File: src/rtl/rgb565_to_888_pkg.sv
// rtl/rgb565_to_888_pkg.sv - shared field positions and encodings for RGB565 to 0RGB888 conversion
package rgb565_to_888_pkg;

  localparam int PIX_PER_BEAT = 4;
  localparam int PIX565_W     = 16;
  localparam int PIX888_W     = 32;

  localparam int R5_MSB = 15;
  localparam int R5_LSB = 11;
  localparam int G6_MSB = 10;
  localparam int G6_LSB = 5;
  localparam int B5_MSB = 4;
  localparam int B5_LSB = 0;

  localparam int PAD_LSB = 24;
  localparam int R8_LSB  = 16;
  localparam int G8_LSB  = 8;
  localparam int B8_LSB  = 0;

  typedef enum logic {
    EXPAND_ZERO = 1'b0,
    EXPAND_REPL = 1'b1
  } expand_mode_e;

endpackage

File: src/rtl/rgb565_pix_expand.sv
// rtl/rgb565_pix_expand.sv - combinational single-pixel RGB565 to 0RGB888 expansion
module rgb565_pix_expand
  import rgb565_to_888_pkg::*;
#(
  parameter int EXPAND_MODE = 1
) (
  input  logic [PIX565_W-1:0] i_pix,
  output logic [PIX888_W-1:0] o_pix
);

  logic [4:0] w_r5;
  logic [5:0] w_g6;
  logic [4:0] w_b5;
  logic [7:0] w_r8;
  logic [7:0] w_g8;
  logic [7:0] w_b8;

  assign w_r5 = i_pix[R5_MSB:R5_LSB];
  assign w_g6 = i_pix[G6_MSB:G6_LSB];
  assign w_b5 = i_pix[B5_MSB:B5_LSB];

  // Replicating the top bits into the gap maps full-scale 5/6-bit values to 0xFF.
  generate
    if (EXPAND_MODE == int'(EXPAND_REPL)) begin : g_repl
      assign w_r8 = {w_r5, w_r5[4:2]};
      assign w_g8 = {w_g6, w_g6[5:4]};
      assign w_b8 = {w_b5, w_b5[4:2]};
    end else begin : g_zero
      assign w_r8 = {w_r5, 3'b000};
      assign w_g8 = {w_g6, 2'b00};
      assign w_b8 = {w_b5, 3'b000};
    end
  endgenerate

  assign o_pix[PAD_LSB +: 8] = 8'h00;
  assign o_pix[R8_LSB  +: 8] = w_r8;
  assign o_pix[G8_LSB  +: 8] = w_g8;
  assign o_pix[B8_LSB  +: 8] = w_b8;

endmodule

File: src/rtl/rgb565_to_888.sv
// rtl/rgb565_to_888.sv - 4-pixel RGB565 to 0RGB888 stream converter with skid buffer and packet beat counter
module rgb565_to_888
  import rgb565_to_888_pkg::*;
#(
  parameter int EXPAND_MODE = 1,
  parameter int CNT_W       = 16
) (
  input  logic                             aclk,
  input  logic                             aresetn,
  input  logic                             s_tvalid,
  output logic                             s_tready,
  input  logic                             s_tlast,
  input  logic [PIX565_W*PIX_PER_BEAT-1:0] rgb565_in,
  output logic                             m_tvalid,
  input  logic                             m_tready,
  output logic                             m_tlast,
  output logic [PIX888_W*PIX_PER_BEAT-1:0] rgb888_out,
  output logic                             pkt_done,
  output logic [CNT_W-1:0]                 pkt_beats
);

  localparam int OUT_W = PIX888_W * PIX_PER_BEAT;
  localparam logic [CNT_W-1:0] CNT_MAX = '1;

  logic [OUT_W-1:0] w_exp;
  logic             w_in_xfer;
  logic             w_out_xfer;
  logic             w_main_load;
  logic             w_skid_valid_nxt;
  logic [CNT_W-1:0] w_cnt_inc;

  logic [OUT_W-1:0] r_main_data;
  logic             r_main_last;
  logic             r_main_valid;
  logic [OUT_W-1:0] r_skid_data;
  logic             r_skid_last;
  logic             r_skid_valid;
  logic             r_s_tready;
  logic [CNT_W-1:0] r_cnt;
  logic [CNT_W-1:0] r_pkt_beats;
  logic             r_pkt_done;

  generate
    for (genvar k = 0; k < PIX_PER_BEAT; k++) begin : g_pix
      rgb565_pix_expand #(
        .EXPAND_MODE(EXPAND_MODE)
      ) u_expand (
        .i_pix(rgb565_in[k*PIX565_W +: PIX565_W]),
        .o_pix(w_exp[k*PIX888_W +: PIX888_W])
      );
    end
  endgenerate

  assign w_in_xfer   = s_tvalid & r_s_tready;
  assign w_out_xfer  = r_main_valid & m_tready;
  assign w_main_load = ~r_main_valid | m_tready;

  // Skid only fills when main is stalled; it always drains into main once main can load.
  assign w_skid_valid_nxt = w_main_load ? 1'b0 : (r_skid_valid | w_in_xfer);

  always_ff @(posedge aclk or negedge aresetn) begin
    if (!aresetn) begin
      r_main_data  <= '0;
      r_main_last  <= 1'b0;
      r_main_valid <= 1'b0;
      r_skid_data  <= '0;
      r_skid_last  <= 1'b0;
      r_skid_valid <= 1'b0;
      r_s_tready   <= 1'b0;
    end else begin
      r_s_tready   <= ~w_skid_valid_nxt;
      r_skid_valid <= w_skid_valid_nxt;
      if (w_main_load) begin
        if (r_skid_valid) begin
          r_main_data  <= r_skid_data;
          r_main_last  <= r_skid_last;
          r_main_valid <= 1'b1;
        end else if (w_in_xfer) begin
          r_main_data  <= w_exp;
          r_main_last  <= s_tlast;
          r_main_valid <= 1'b1;
        end else begin
          r_main_valid <= 1'b0;
        end
      end else if (w_in_xfer) begin
        r_skid_data <= w_exp;
        r_skid_last <= s_tlast;
      end
    end
  end

  assign w_cnt_inc = (r_cnt == CNT_MAX) ? r_cnt : r_cnt + 1'b1;

  always_ff @(posedge aclk or negedge aresetn) begin
    if (!aresetn) begin
      r_cnt       <= '0;
      r_pkt_beats <= '0;
      r_pkt_done  <= 1'b0;
    end else begin
      r_pkt_done <= 1'b0;
      if (w_out_xfer) begin
        if (r_main_last) begin
          r_pkt_beats <= w_cnt_inc;
          r_pkt_done  <= 1'b1;
          r_cnt       <= '0;
        end else begin
          r_cnt <= w_cnt_inc;
        end
      end
    end
  end

  assign s_tready   = r_s_tready;
  assign m_tvalid   = r_main_valid;
  assign m_tlast    = r_main_last;
  assign rgb888_out = r_main_data;
  assign pkt_done   = r_pkt_done;
  assign pkt_beats  = r_pkt_beats;

endmodule
File: config.mk
export PLATFORM = sky130hd
export DESIGN_NAME = rgb565_to_888
export DESIGN_NICKNAME = d
export VERILOG_FILES = /design/src/rtl/rgb565_to_888_pkg.sv /design/src/rtl/rgb565_pix_expand.sv /design/src/rtl/rgb565_to_888.sv
export SDC_FILE = /design/constraint.sdc
export NUM_CORES = 1
export LEC_CHECK = 0
export CAP_MARGIN = 0
export CORE_UTILIZATION = 40
export DETAILED_ROUTE_END_ITERATION = 10
export PLACE_DENSITY = 0.71
export SLEW_MARGIN = 20
export SYNTH_ARGS = -nofsm -noshare
export SYNTH_HDL_FRONTEND = slang
export SYNTH_SLANG_ARGS = --single-unit
File: constraint.sdc
create_clock -name aclk -period 1.5 [get_ports aclk]
set_input_delay 0.45 -clock aclk [delete_from_list [all_inputs] [get_ports aclk]]
set_output_delay 0.45 -clock aclk [all_outputs]
set_load 0.02 [all_outputs]
==> summary.md, run 1 <==
| Metric | Value |
|---|---|
| Mux cell area share after synthesis | `17.72%` |
| TritonCTS Sinks | `166` |
| Failing checks | `negative setup slack` |
| Maximum fanout along the worst path | `5` |
| Drt total wl | `19350 um` |
| Initial antenna violation count | `0` |
| Startpoint Class | `flip-flop` |
| Drt wl/cell | `16.14 um` |
| Initial drt markers | `210` |
| Global route overflow | `0` |
| Synth warn | `0` |
| Async SR Flop Fraction | `100.0%` |
| Clock root cell | `clkbuf_16` |
| Vias in the first global route | `5707` |
| Slew headroom | `64.29%` |
| CTS tree | `done` |
| DRC violations left | `0` |
| Number of CTS-inserted buffers | `17` |
| Via count | `5964` |
| Avg Cell Area, Syn | `11.31 um2` |
| Fin crit share | `109.4%` |
| Mapped Area | `0.007859 mm2` |
| Slowest stage delay, CP | `0.42 ns` |
| Number of synthesized flops with an enable pin | `0` |
| Leakage | `4.901 nW` |
| Final Hold Fails | `0` |
| Die Wd | `142.2 um` |
| Hold_ws | `0.4459 ns` |
| Routability Congestion | `0.8527` |
| Die area | `0.02021 mm2` |
| Vias per std cell | `4.974` |
| Area leader, netlist | `dfrtp_1` |
| Final min period | `1.642 ns` |
| Distinct cells, synth | `51` |
| Setup crit end kind | `flip-flop` |
| Top Ports | `217` |
| DRT Pass-1 Iters | `4` |
| Site Rows | `50` |
| First-pass GRT wire length | `28910 um` |
| Clock latency on the worst-skew pair | `0.43 ns` |
| Critical path's slowest cell | `dfrtp_2` |
| Die Y | `142.2 um` |
| IO buf count | `184` |
| Synth top area share | `52.86%` |
| Antenna-violating nets left | `0` |
| Clock-pin slew on the worst setup and hold paths | `0.07 ns` |
| Skew final | `0.01807 ns` |
| Final WS setup | `-0.1416 ns` |
| Max VDD drop | `802.0 uV` |
| Worst-Margin Slew | `0.5357 ns` |
| Setup CP Type | `reg -> reg` |
| H-tree depth | `4` |
| HP Class | `in -> async` |
| FF+latch count, synth | `166` |
| Initial Utilization | `41.46%` |
| Run status | `complete, but fails checks` |
| Largest net degree at the start of global routing | `66` |
| Simple-Gate Fraction of Synth Area | `10.16%` |
| Largest family of logic cells by synthesized area | `multiplexers` |
| Sequential area share after synthesis | `52.86%` |
| Most common cell in the netlist | `dfrtp_1` |
| Pre-CTS WS | `-0.5167 ns` |
| RSZ-0062 raised after global routing | `yes` |
| Most frequent cells after synthesis | `166 x dfrtp_1, 82 x nor2_1, 77 x a21oi_1` |
| Worst path arrival time | `1.95 ns` |
| Detailed placement HPWL | `12370 um` |
| Final setup TNS | `-1.354 ns` |
| Dominant cells by area after synthesis | `dfrtp_1 53%, mux2_2 9.3%, mux2i_1 8.4%, buf_4 6.4%, a21oi_1 4.9%` |
| Fin. max-slew vios | `0` |
| Antenna cell count | `0` |
| CTS Buffer Depth | `2` |
| Synth Flop Type | `dfrtp_1` |
| CP cell instances | `ha_4 > nand3_4 > buf_6 > a211oi_4 > o21ai_0 > a22o_1` |
| Post-Synth Adder-Cell Area | `0.1592%` |
| Post-Syn Instances | `695` |
| Max Cap Violations | `0` |
| Synth Area in Compound Gates | `9.584%` |
| XOR/XNOR Fraction of Synth Area | `0.5572%` |
| Finish-stage setup viols | `25` |
| Final nets | `996` |
| Worst Reg2Reg Path Length in Cells | `6` |
| WP data required | `1.81 ns` |
| Total track usage | `18.39%` |
| Area grow syn2layout | `37.51%` |
| Fmax | `609.2 MHz` |
| Proportion of layout cells with a drive suffix above 1 | `40.04%` |
| Core area | `0.01896 mm2` |
| Pwr/cell area | `1486 mW/mm2` |
-- repair_timing --
item,in CTS,in global routing
setup buffers,5,17
endpoints found under the setup margin,241,87
resized for setup,478,58
pin swaps,11,24
endpoints found under the hold margin,13,0
gates cloned,0,6
hold buffers,1,0
-- where the power goes --
part / switching [mW] / internal, mW / total, mW
Combinational: 3.00 / 2.35 / 5.35
Clock: 1.92 / 2.33 / 4.25
Sequential: 0.772 / 5.69 / 6.47
Total: 5.69 / 10.4 / 16.1
-- cell usage in the layout, fill, tap and decap left out, drive strengths merged, types with 4 or more instances in the layout --
cell type and n:
buf 214, dfrtp 166, nor2 82, a21oi 77, mux2i 66, clkdlybuf4s50 66, mux2 65, conb 32
clkbuf 23, nand2 23, o21ai 14, a31oi 10, nand4 9, inv 9, clkinv 8, nand3 7
a21o 6, and3 6, nor3 6, and4 5, xnor2 5, o31ai 4
-- cells by family (layout without fill, tap and decap cells) --
logic type | after synthesis | after routing
flops | 166 | 166
simple gates | 152 | 152
mux | 131 | 131
compound gates | 128 | 128
buf+inv | 111 | 324
xor+xnor | 5 | 5
fa+ha+maj | 1 | 1
other cells | 1 | 32
-- cell type report --
type                    count  area, um2
repair buffers            288       2351
inverters                   4      15.01
clock buffers              17      425.4
well taps                 260      325.3
fillers                  1634       8149
multi-input cells         449       3376
flip-flops and latches    166       4168
clock inverters            15      146.4
-- registers in the layout (all words and copies together), names as in the netlist, 16 cells and up --
signal       cells
r_skid_data     64
rgb888_out      64
pkt_beats       16
r_cnt           16
-- path summary, 6_finish.rpt --
check | from | to | slack (ns)
setup reg to reg | r_cnt[0] | r_cnt[8] | -0.14
setup / recovery | r_cnt[0] | r_cnt[8] | -0.14
max in group asynchronous | aresetn | r_skid_data[44] | 0.44
min in group aclk | pkt_beats[8] | pkt_beats[8] | 0.48
hold / removal | aresetn | r_cnt[8] | 0.45
hold reg to reg | pkt_beats[8] | pkt_beats[8] | 0.48
-- critical path: cells and delay by family, from the launching register on --
kind,cells,cell delay (ns)
fa+ha+maj,1,0.16
buf+inv,1,0.16
flops,1,0.42
compound gates,3,0.66
simple gates,1,0.13
-- layer usage --
layer	up-vias	share of wire (%)	GRT usage [%]
li1	2814	-	-
met1	2959	43	22.55
met2	174	51	31.11
met3	17	5.3	4.845
met4	0	1.3	6.678
met5	-	0	0
-- stage by stage --
stage,cells,utilization [%],instance area [um2],power [mW]
after global placement,1138,53.87,10210,12.18
after CTS,1176,54.30,10290,15.83
after detailed placement,1138,53.87,10210,12.33
final,1199,57.01,10810,16.06
after global routing,1199,57.01,10810,16.94
after floorplan,726,-,8020,9.801
(Power assumes the default switching activity.)
==> run 2, diff against run 1 <==
--- a/config.mk
+++ b/config.mk
@@ -7,6 +7,7 @@
 export LEC_CHECK = 0
 export CAP_MARGIN = 0
 export CORE_UTILIZATION = 40
+export CTS_CLUSTER_SIZE = 16
 export DETAILED_ROUTE_END_ITERATION = 10
 export PLACE_DENSITY = 0.71
 export SLEW_MARGIN = 20
==> results of run 2 <==
No change in the layout: final DEF, timing and power equal those of run 1.
